===== config.mk =====
export PLATFORM = sky130hd
export DESIGN_NAME = serial_frame_tx
export DESIGN_NICKNAME = d
export VERILOG_FILES = /design/src/rtl/serial_frame_tx.sv
export SDC_FILE = /design/constraint.sdc
export NUM_CORES = 1
export LEC_CHECK = 0
export BUFFER_PORTS_ARGS = -buffer_cell sky130_fd_sc_hd__buf_4
export CAP_MARGIN = 20
export CORE_UTILIZATION = 50
export DETAILED_ROUTE_END_ITERATION = 7
export PLACE_DENSITY = 0.71
export SLEW_MARGIN = 10
export SYNTH_ARGS = -nofsm -noshare
export SYNTH_HDL_FRONTEND = slang
export SYNTH_SLANG_ARGS = --single-unit

===== constraint.sdc =====
create_clock -name clk -period 4.35 [get_ports clk]
set_input_delay 0.6525 -clock clk [delete_from_list [all_inputs] [get_ports clk]]
set_output_delay 0.6525 -clock clk [all_outputs]
set_load 0.005 [all_outputs]

===== src/rtl/serial_frame_tx.sv =====
// Serial frame transmitter: start bit, LSB-first payload, even parity, stop bit.
// Each bit is held for CLKS_PER_BIT cycles; tx is registered and idles high.
//
// state    | meaning
// ---------+------------------------------------------------
// S_IDLE   | line high, ready for a new request
// S_START  | start bit (0) on the line
// S_DATA   | payload bits, shift register LSB on the line
// S_PARITY | even-parity bit on the line
// S_STOP   | stop bit (1) on the line
module serial_frame_tx #(
   parameter int DATA_W       = 8,
   parameter int CLKS_PER_BIT = 4
) (
   input  logic              clk,
   input  logic              reset,
   input  logic              start,
   input  logic [DATA_W-1:0] data_in,
   output logic              ready,
   output logic              tx,
   output logic              busy,
   output logic              done
);

   localparam int BAUD_W = (CLKS_PER_BIT > 1) ? $clog2(CLKS_PER_BIT) : 1;
   localparam int BIT_W  = (DATA_W > 1) ? $clog2(DATA_W) : 1;
   localparam logic [BAUD_W-1:0] BAUD_LAST = BAUD_W'(CLKS_PER_BIT - 1);
   localparam logic [BIT_W-1:0]  BIT_LAST  = BIT_W'(DATA_W - 1);

   typedef enum logic [2:0] {
      S_IDLE,
      S_START,
      S_DATA,
      S_PARITY,
      S_STOP
   } state_t;

   state_t              state_q, state_d;
   logic [BAUD_W-1:0]   baud_q, baud_d;
   logic [BIT_W-1:0]    bit_q, bit_d;
   logic [DATA_W-1:0]   shreg_q, shreg_d;
   logic                parity_q, parity_d;
   logic                tx_q, tx_d;
   logic                done_q, done_d;

   logic                baud_tc;
   logic [DATA_W-1:0]   shreg_shift;

   assign baud_tc     = (baud_q == BAUD_LAST);
   assign shreg_shift = shreg_q >> 1;

   // State register and datapath flops; reset aborts any frame and parks the line high.
   always_ff @(posedge clk or negedge reset) begin
      if (!reset) begin
         state_q  <= S_IDLE;
         baud_q   <= '0;
         bit_q    <= '0;
         shreg_q  <= '0;
         parity_q <= 1'b0;
         tx_q     <= 1'b1;
         done_q   <= 1'b0;
      end else begin
         state_q  <= state_d;
         baud_q   <= baud_d;
         bit_q    <= bit_d;
         shreg_q  <= shreg_d;
         parity_q <= parity_d;
         tx_q     <= tx_d;
         done_q   <= done_d;
      end
   end

   // Next-state logic; tx_d only moves on acceptance or a bit boundary, so tx never glitches.
   always_comb begin
      state_d  = state_q;
      baud_d   = baud_q;
      bit_d    = bit_q;
      shreg_d  = shreg_q;
      parity_d = parity_q;
      tx_d     = tx_q;
      done_d   = 1'b0;
      case (state_q)
         S_IDLE: begin
            tx_d = 1'b1;
            if (start) begin
               state_d  = S_START;
               shreg_d  = data_in;
               parity_d = ^data_in;
               tx_d     = 1'b0;
               baud_d   = '0;
               bit_d    = '0;
            end
         end
         S_START: begin
            if (baud_tc) begin
               state_d = S_DATA;
               baud_d  = '0;
               bit_d   = '0;
               tx_d    = shreg_q[0];
            end else begin
               baud_d = baud_q + 1'b1;
            end
         end
         S_DATA: begin
            if (baud_tc) begin
               baud_d  = '0;
               shreg_d = shreg_shift;
               if (bit_q == BIT_LAST) begin
                  state_d = S_PARITY;
                  tx_d    = parity_q;
               end else begin
                  bit_d = bit_q + 1'b1;
                  tx_d  = shreg_shift[0];
               end
            end else begin
               baud_d = baud_q + 1'b1;
            end
         end
         S_PARITY: begin
            if (baud_tc) begin
               state_d = S_STOP;
               baud_d  = '0;
               tx_d    = 1'b1;
            end else begin
               baud_d = baud_q + 1'b1;
            end
         end
         S_STOP: begin
            if (baud_tc) begin
               state_d = S_IDLE;
               baud_d  = '0;
               tx_d    = 1'b1;
               done_d  = 1'b1;
            end else begin
               baud_d = baud_q + 1'b1;
            end
         end
         default: begin
            state_d = S_IDLE;
            tx_d    = 1'b1;
         end
      endcase
   end

   assign tx    = tx_q;
   assign busy  = (state_q != S_IDLE);
   assign ready = ~busy;
   assign done  = done_q;

endmodule


## Word level (Yosys, flattened, before mapping)

Index checks and enable logic that the tools add are counted.
Widths: inputs -> output; s select.

- Memory bits (writable): 0
- Register bits: 19
- Latch bits: 0
- Bits of input ports: 11
- Bits in read-only memories: 0
- Memories: 0
- Logic and storage cells: 63
- Output and inout bits: 4

- Bitwise gates (word level): 1
- Reduce and logical (&&, ||, !) cells: 14
- Multiplexer cells: 25
- Equal/unequal tests: 14
- Multipliers: 0
- Divide/modulo/power cells: 0
- $lt $le $gt $ge: 0
- Shift-type cells: 0
- $add $sub $neg: 2

Operator list:

| operator | count |
|---|---|
| $mux 3 | 9 |
| $mux 8 | 2 |
| $pmux 8 s2 | 1 |
| $pmux 3 s5 | 1 |
| $ne 2x2->1 const B | 7 |
| $pmux 3 s3 | 1 |
| $reduce_xor 8->1 | 1 |
| $mux 1 | 7 |
| $eq 3x2->1 const B | 2 |
| $eq 3x3->1 const B | 2 |
| $reduce_and 3->1 | 2 |
| $reduce_and 6->1 | 1 |
| $reduce_bool 3->1 | 2 |
| $reduce_and 5->1 | 1 |
| $mux 2 | 2 |
| $pmux 1 s4 | 1 |
| $pmux 2 s2 | 1 |
| $reduce_and 2->1 | 2 |
| $reduce_bool 2->1 | 2 |
| $reduce_or 4->1 | 1 |
| $add 3x1->3 const B | 1 |
| $eq 3x1->1 const B | 1 |
| $logic_not 3->1 | 1 |
| $add 2x1->2 const B | 1 |
| other kinds (4) | 4 |

## Logic depth before layout (Yosys ltp)

Gate-level depths: netlist of the first run.

- Depth in word-level cells: 4
- Gate-level depth with buffers: 7
- Depth with buffers taken out: 5

## Worst setup path after synthesis of the first run

Ideal clock, no wire load.

- Path type: register to output
- Start point: reg state_q[1]
- End point: out busy
- Data arrival time: 0.883 ns
- Data required time: 3.697 ns
- Stages on the path, launching flop included: 4
- Slack: 2.815 ns
- Buffers on the path: 1
- Cell sequence: dfrtp_1 -> buf_2 -> nor3_2 -> inv_1

- Word-level cells in the longest chain between the ends: 1

RTL lines:

| element | RTL line | source |
|---|---|---|
| start, declared | 38 | `state_t state_q, state_d;` |
| start signal, assigned | 63 | `state_q <= state_d;` |
| $reduce_bool 3->1 | 146 | `assign busy = (state_q != S_IDLE);` |
| end, declared | 21 | `output logic busy,` |

No other way between the ends.

## Final worst setup path of the first run

Same ends and word-level chain as after synthesis.

==> impl_summary.log, run 1 <==
[metrics] element type at the critical path start: flop
[metrics] Clock power frac: 0.110
[metrics] Ant. Diodes: 0
[metrics] wire length of the first global-routing pass: 3590 um
[metrics] floorplan row count: 16
[metrics] flip-flop cell with the highest count after synthesis: sky130_fd_sc_hd__dfrtp_1
[metrics] Period Utilization, post-route: 0.510
[metrics] placed cell area: 1170 um^2
[metrics] flop and latch count out of synthesis: 19
[metrics] Max transition margin: 0.533
[metrics] Root Buffer Master: sky130_fd_sc_hd__clkbuf_4
[metrics] number of failing setup endpoints in the final timing report: 0
[metrics] post-synthesis async set-or-reset flop share: 1.00
[metrics] # Max-Cap Violations: 0
[metrics] clock transition at the registers of the reported paths: 100 ps
[metrics] via total after detailed routing: 773
[metrics] Post-CTS Repair Setup Buffers: 0
[metrics] gate count after technology mapping: 106
[metrics] # resized after CTS: 0
[metrics] Initial Utilization: 0.541
[metrics] final setup TNS: 0 ps
[metrics] routed wire length per instance: around 14 um
[metrics] number of flops mapped to enable cells by yosys: 0
[metrics] post-route minimum period: 2220 ps
[metrics] DIE WIDTH: 48.6 um
[metrics] pin count of the biggest net entering global routing: 20
[metrics] Total GRT Usage: 0.200
[metrics] Gate power share: 0.453
[metrics] core region area: 2000 um^2
[metrics] number of buffers between clock root and the deepest sink: 2
[metrics] nature of the critical path endpoint: primary output
[metrics] Routability Congestion: 0.731
[metrics] run status: finished clean
[metrics] HPWL after detailed placement: between 1500 and 2000 um
[metrics] fraction of layout cells with a size suffix above 1: 0.205
[metrics] Worst Tran Pin Value: 700 ps
[metrics] nets in the synthesized netlist: 120
[metrics] fraction of the core area covered by cells at the end of the flow: 0.599
[metrics] synth warn: 0
[metrics] final cell area excluding filler cells: 1200 um^2
[metrics] deepest level of the CTS H-tree: 1
[metrics] post-synthesis area per instance: 10.2 um^2
[metrics] Hold Crit Class: in -> async
[metrics] sequential cell area fraction in the yosys report: 0.440
[metrics] type of the worst setup path: reg -> out
[metrics] worst clock skew: approximately 1.3 ps
[metrics] cell area after synthesis: 1080 um^2
[metrics] worst hold margin: 216 ps
[metrics] Switch Pwr: 0.323 mW
[metrics] detailed-route vias per instance: 5.37
[metrics] post-detailed-routing wire length: 2020 um
[metrics] sum of overflow across all layers after global routing: 0
[metrics] fmax: between 400 and 500 MHz
[metrics] clock tree from TritonCTS: built
[metrics] layout filler cell count: 167
[metrics] reg-to-reg slack, setup: 2590 ps
[metrics] unrepaired setup endpoints after global routing: false
[metrics] Total Nets Final: 132
[metrics] leading cell type in the layout, fill and taps excluded: sky130_fd_sc_hd__dfrtp_1
[metrics] pwr dens: 658 nW/um^2
[metrics] Pwr Total: 0.790 mW
[metrics] CP max FO: 16
[metrics] CP Data Required Time: 3700 ps
[metrics] number of buffers inserted during clock tree synthesis: 3
[metrics] post-synth cell types: 32
[metrics] part of the power in registers: 0.437
[metrics] number of max-slew violations in the final report: 0
[metrics] number of remaining DRC errors: 0
[metrics] Antenna Violating Nets Remaining: 0
[metrics] number of I/O port buffers: 14
[metrics] internal portion of total power: 0.467 mW
[metrics] Starting DRT DRC Count: 12
[metrics] floorplan die area: 2360 um^2
[metrics] net switching share of the total power: 0.408
[metrics] number of iterations in the first detailed-routing pass: 4
[metrics] cts hold-fix bufs: 0
[metrics] CTS Sinks: 19
[metrics] via count of the first global-routing pass: 799
[metrics] layout overhead on the synthesized area: 10.7%
[metrics] commonest non-fill, non-tap cells in the layout: sky130_fd_sc_hd__dfrtp_1 (18), sky130_fd_sc_hd__buf_4 (14), sky130_fd_sc_hd__nand2_1 (11), sky130_fd_sc_hd__mux2i_1 (8), sky130_fd_sc_hd__o21ai_1 (8)
[metrics] io pins: 15
[metrics] number of antenna violations at the first check in global routing: 0
[metrics] Clock Latency Late Sink: slightly below 300 ps
[metrics] data arrival time of the critical path: 1560 ps
[metrics] leakage power figure: between 0.5 and 0.6 nW
[metrics] largest vdd supply drop: between 0.3 and 0.4 mV
[metrics] Hold Fails Final Rpt: 0
[metrics] die outline height: 48.6 um
cell usage after synthesis, types with 2 or more instances:
cell / instances / area, um^2
sky130_fd_sc_hd__a211oi_1: 5 / 37.5
sky130_fd_sc_hd__inv_1: 3 / 11.3
sky130_fd_sc_hd__a21oi_1: 3 / 15.0
sky130_fd_sc_hd__nand2_1: 11 / 41.3
sky130_fd_sc_hd__ha_1: 3 / 37.5
sky130_fd_sc_hd__nor2_1: 7 / 26.3
sky130_fd_sc_hd__xnor2_1: 7 / 61.3
sky130_fd_sc_hd__o22ai_1: 2 / 12.5
sky130_fd_sc_hd__mux2i_1: 8 / 80.1
sky130_fd_sc_hd__a22oi_1: 2 / 15.0
sky130_fd_sc_hd__o21ai_1: 8 / 40.0
sky130_fd_sc_hd__buf_6: 2 / 22.5
sky130_fd_sc_hd__nor2b_1: 4 / 25.0
sky130_fd_sc_hd__a22o_1: 2 / 17.5
sky130_fd_sc_hd__nor3_1: 2 / 10.0
sky130_fd_sc_hd__dfrtp_1: 18 / 450
sky130_fd_sc_hd__nand2b_1: 2 / 12.5
sky130_fd_sc_hd__buf_2: 3 / 15.0
path summary, 6_finish.rpt:
| path | endpoint | cells past startpoint | start |
|---|---|---|---|
| worst max register to register | bit_q[0] | 5 | baud_q[0] |
| min in group clk | shreg_q[2] | 2 | shreg_q[2] |
| worst min register to register | shreg_q[2] | 2 | shreg_q[2] |
| max in group asynchronous | tx | 1 | reset |
| worst min-delay path | bit_q[0] | 1 | reset |
| worst max-delay path | busy | 3 | state_q[1] |
power groups by stage:
stage          Combinational, mW  Clock [mW]  Sequential, mW
2_1_floorplan              0.351           0           0.285
3_3_place_gp               0.340           0           0.348
3_5_place_dp               0.357           0           0.350
4_1_cts                    0.359      0.0908           0.346
5_1_grt                    0.408       0.101           0.361
6_report                   0.358      0.0869           0.345
critical path, cell delays in order, from the launching register on:
cell and delay [ps]:
sky130_fd_sc_hd__dfrtp_1 650, sky130_fd_sc_hd__nor3_2 410, sky130_fd_sc_hd__inv_1 70, sky130_fd_sc_hd__buf_4 140
flip-flops by register name, indices dropped and copies added (netlist names):
signal / count
tx: 1
state_q: 3
done: 1
bit_q: 3
parity_q: 1
baud_q: 2
shreg_q: 8
area by class of cell:
type,instances,area [um^2],share of cell area
inverter,3,11.3,0.00938
sequential,19,477,0.397
clock buffer,4,26.3,0.0219
timing repair buffer,14,105,0.0876
tap,27,33.8,0.0282
multi-input combinational,77,547,0.456
routing by layer:
layer	vias up	wire [um]	global-route usage	share of wire
met5	-	0	0	0
met4	0	27	0.0833	0.013
li1	391	-	-	-
met3	4	40	0.0283	0.020
met1	366	861	0.243	0.43
met2	12	1090	0.354	0.54
cell families (layout without fill, tap and decap cells):
family                     count (synthesis)  after routing  synth area share
muxes                                      9              9            0.0878
adders and majority gates                  3              3            0.0346
DFF                                       19             19             0.440
and+or+nand+nor                           30             30             0.142
buffers and inverters                     10             21            0.0554
xor gates and xnor gates                   8              8            0.0647
AOI/OAI and AO/OA                         27             27             0.176
metrics by stage:
step,cells,setup slack (ps)
2_1_floorplan,106,2810
5_1_grt,144,2010
3_5_place_dp,140,2470
6_report,144,2130
4_1_cts,144,2120
3_3_place_gp,140,2480
Note: power is estimated with default switching activity, not from simulation.
==> run 2: changes to the inputs <==
--- a/config.mk
+++ b/config.mk
@@ -5,11 +5,12 @@
 export SDC_FILE = /design/constraint.sdc
 export NUM_CORES = 1
 export LEC_CHECK = 0
+export ABC_AREA = 1
 export BUFFER_PORTS_ARGS = -buffer_cell sky130_fd_sc_hd__buf_4
 export CAP_MARGIN = 20
 export CORE_UTILIZATION = 50
 export DETAILED_ROUTE_END_ITERATION = 7
-export PLACE_DENSITY = 0.71
+export PLACE_DENSITY = 0.7
 export SLEW_MARGIN = 10
 export SYNTH_ARGS = -nofsm -noshare
 export SYNTH_HDL_FRONTEND = slang
==> constraint.sdc (replaced) <==
create_clock -name clk -period 2.2 [get_ports clk]
set_input_delay 0.33 -clock clk [delete_from_list [all_inputs] [get_ports clk]]
set_output_delay 0.33 -clock clk [all_outputs]
set_load 0.005 [all_outputs]
==> run 2 against run 1 <==
  * Power grew 150%
  * Die area grew 14%
  * Clock power grew 100%
  * Non-clock buffer count grew 2
  * Synthesized area grew 14%
  * Synthesized cell count grew 56%
  * Via count grew 36%
  * Critical endpoint is now shreg_q[1]
  * Worst setup slack lost 1700 ps
  * Clock skew grew 1.9 ps
  * Register-to-register slack lost 2100 ps
  * Global-route usage grew 2.1 points
  * Cell count grew 46%
  * Highest routed layer unchanged
==> impl_summary.log, run 2 <==
[metrics] run status: finished clean
[metrics] largest vdd supply drop: 0.747 mV (+150%)
[metrics] pin count of the biggest net entering global routing: 20 (unchanged)
[metrics] placed cell area: 1340 um^2 (+14%)
[metrics] detailed-route vias per instance: 5.02 (-6.5%)
[metrics] via count of the first global-routing pass: 1,060 (+33%)
[metrics] clock tree from TritonCTS: built
[metrics] Ant. Diodes: 0 (unchanged)
[metrics] Hold Fails Final Rpt: 0 (unchanged)
[metrics] fraction of the core area covered by cells at the end of the flow: 0.606 (+0.00645)
[metrics] via total after detailed routing: 1,054 (+36%)
[metrics] cts hold-fix bufs: 1 (+1)
[metrics] Cell Count Post-Placement: 205 (+46%)
[metrics] Total GRT Usage: 0.221 (+0.0209)
[metrics] fmax: ~570 MHz
[metrics] CP max FO: 16 (unchanged)
[metrics] Worst Tran Pin Value: 578 ps (-122 ps)
[metrics] flop and latch count out of synthesis: 19 (unchanged)
[metrics] floorplan die area: 2680 um^2 (+14%)
[metrics] Period Utilization, post-route: 0.795
[metrics] routed wire length per instance: 11.4 um (-19%)
[metrics] worst clock skew: 3.14 ps (+1.87 ps)
[metrics] gate count after technology mapping: 165 (+56%)
[metrics] die outline height: 51.8 um (+6.6%)
[metrics] sequential cell area fraction in the yosys report: 0.385 (-0.0547)
[metrics] layout filler cell count: 228 (+37%)
[metrics] nature of the critical path endpoint: flop
[metrics] pwr dens: 1410 nW/um^2 (+110%)
[metrics] Total Nets Final: 197 (+49%)
[metrics] type of the worst setup path: reg -> reg
[metrics] number of iterations in the first detailed-routing pass: 4 (unchanged)
[metrics] CP Data Required Time: 2420 ps (-1280 ps)
[metrics] fraction of layout cells with a size suffix above 1: 0.225 (+0.0201)
[metrics] Max transition margin: 0.613 (+0.0793)
[metrics] layout overhead on the synthesized area: 11.4%
[metrics] Clock Latency Late Sink: 290 ps (about the same)
[metrics] Root Buffer Master: sky130_fd_sc_hd__clkbuf_4
[metrics] post-synth cell types: 23 (-28%)
[metrics] Starting DRT DRC Count: 38 (+26)
[metrics] post-synthesis area per instance: 7.50 um^2 (-27%)
[metrics] cell area after synthesis: 1240 um^2 (+14%)
[metrics] registers with the highest flip-flop counts: shreg_q (8), bit_q (3), state_q (3)
[metrics] top cells by count, synth: sky130_fd_sc_hd__nand2_1 (58), sky130_fd_sc_hd__dfrtp_1 (18), sky130_fd_sc_hd__inv_1 (17)
[metrics] dominant cell by count in the synthesized netlist: sky130_fd_sc_hd__nand2_1
[metrics] flip-flop cell with the highest count after synthesis: sky130_fd_sc_hd__dfrtp_1
[metrics] final setup TNS: 0 ps (unchanged)
[metrics] post-route minimum period: 1750 ps
[metrics] final non-filler cell total: 210 (+46%)
[metrics] unrepaired setup endpoints after global routing: false
[metrics] clock transition at the registers of the reported paths: 110 ps (about the same)
[metrics] share of the synthesized area in the top cell type: 0.364 (-0.0517)
[metrics] Post-CTS Repair Setup Buffers: 0 (unchanged)
[metrics] worst slack at placement: 484 ps (-1980 ps)
[metrics] leading cell type in the layout, fill and taps excluded: sky130_fd_sc_hd__nand2_1
[metrics] max reg flops: 8 (unchanged)
[metrics] # resized after CTS: 0 (unchanged)
[metrics] commonest non-fill, non-tap cells in the layout: sky130_fd_sc_hd__nand2_1 (58), sky130_fd_sc_hd__dfrtp_1 (18), sky130_fd_sc_hd__inv_1 (17), sky130_fd_sc_hd__o21ai_0 (16), sky130_fd_sc_hd__buf_4 (15)
[metrics] data arrival time of the critical path: 1970 ps (+410 ps)
[metrics] nets in the synthesized netlist: 179 (+49%)
[metrics] final cell area excluding filler cells: 1380 um^2 (+15%)
[metrics] Initial Utilization: 0.544 (+0.00246)
[metrics] post-synthesis async set-or-reset flop share: 1.00 (unchanged)
[metrics] main area contributors after synthesis: sky130_fd_sc_hd__dfrtp_1 (36%), sky130_fd_sc_hd__nand2_1 (18%), sky130_fd_sc_hd__o21ai_0 (6.5%), sky130_fd_sc_hd__o21ai_2 (6.4%), sky130_fd_sc_hd__inv_1 (5.2%)
[metrics] number of buffers between clock root and the deepest sink: 2 (unchanged)
[metrics] CTS Sinks: 19 (unchanged)
[metrics] Routability Congestion: 0.825 (+13%)
[metrics] HPWL after detailed placement: 1850 um (+22%)
[metrics] number of I/O port buffers: 14 (unchanged)
[metrics] register with the most flip-flops: shreg_q
[metrics] DIE WIDTH: 51.8 um (+6.6%)
[metrics] slack of the critical path: 451 ps (-1680 ps)
[metrics] core region area: 2280 um^2 (+14%)
[metrics] number of buffers inserted during clock tree synthesis: 3 (unchanged)
[metrics] number of remaining DRC errors: 0 (unchanged)
[metrics] floorplan row count: 17 (+1)
[metrics] number of max-slew violations in the final report: 0 (unchanged)
[metrics] Antenna Violating Nets Remaining: 0 (unchanged)
[metrics] synth warn: 0 (unchanged)
[metrics] io pins: 15 (unchanged)
[metrics] deepest level of the CTS H-tree: 1 (unchanged)
[metrics] leakage power figure: 0.753 nW (+40%)
[metrics] post-detailed-routing wire length: 2390 um (+18%)
[metrics] element type at the critical path start: flop
[metrics] wire length of the first global-routing pass: 4380 um (+22%)
[metrics] number of flops mapped to enable cells by yosys: 0 (unchanged)
[metrics] number of antenna violations at the first check in global routing: 0 (unchanged)
[metrics] Hold Crit Class: in -> reg
[metrics] Yosys top cell by area: sky130_fd_sc_hd__dfrtp_1
[metrics] number of failing setup endpoints in the final timing report: 0 (unchanged)
[metrics] # Max-Cap Violations: 0 (unchanged)
[metrics] sum of overflow across all layers after global routing: 0 (unchanged)
run 2: layout make-up:
class                      count  area (um^2)  area share
timing repair buffer          16          123      0.0889
multi-input combinational    123          641       0.465
inverter                      20         77.6      0.0563
clock buffer                   4         26.3      0.0191
sequential                    19          477       0.346
tap                           28         35.0      0.0254
run 2: power breakdown:
part / switching [mW] / internal (mW)
clock network: 0.103 / 0.0705
registers: 0.111 / 0.515
logic: 0.722 / 0.423
run 2: per-layer routing:
metal	part of all wire	wire, um	GRT usage
met1	0.48	1150	0.289
met2	0.47	1120	0.346
met3	0.035	84	0.0351
met4	0.017	41	0.126
met5	0	0	0
run 2: critical path, stage by stage (launching register included):
cell and delay [ps]:
sky130_fd_sc_hd__dfrtp_1 430, sky130_fd_sc_hd__inv_2 130, sky130_fd_sc_hd__nand3_2 300, sky130_fd_sc_hd__o211ai_4 600, sky130_fd_sc_hd__nand2_1 140, sky130_fd_sc_hd__o21ai_2 80
run 2: path summary, 6_finish.rpt:
path	startpoint	cells past startpoint	endpoint	slack (ps)
worst max-delay path	state_q[2]	5	shreg_q[1]	450
worst min-delay path	data_in[7]	3	shreg_q[7]	320
worst max register to register	state_q[2]	5	shreg_q[1]	450
worst min register to register	baud_q[1]	2	baud_q[1]	490
max in group asynchronous	reset	2	tx	1500
min in group asynchronous	reset	2	parity_q	430
run 2: kinds of logic (layout without fill, tap and decap cells):
group | count (synthesis) | count (layout) | synth area share
xor+xnor | 2 | 2 | 0.0142
buf+inv | 23 | 40 | 0.0971
flops | 19 | 19 | 0.385
simple gates | 91 | 91 | 0.324
fa+ha+maj | 3 | 3 | 0.0303
compound gates | 27 | 27 | 0.150
run 2: metrics by stage:
step	power, mW	hold slack [ps]
2_1_floorplan	1.61	34.4
3_3_place_gp	1.74	220
3_5_place_dp	1.78	220
4_1_cts	1.96	306
5_1_grt	2.16	322
6_report	1.94	315
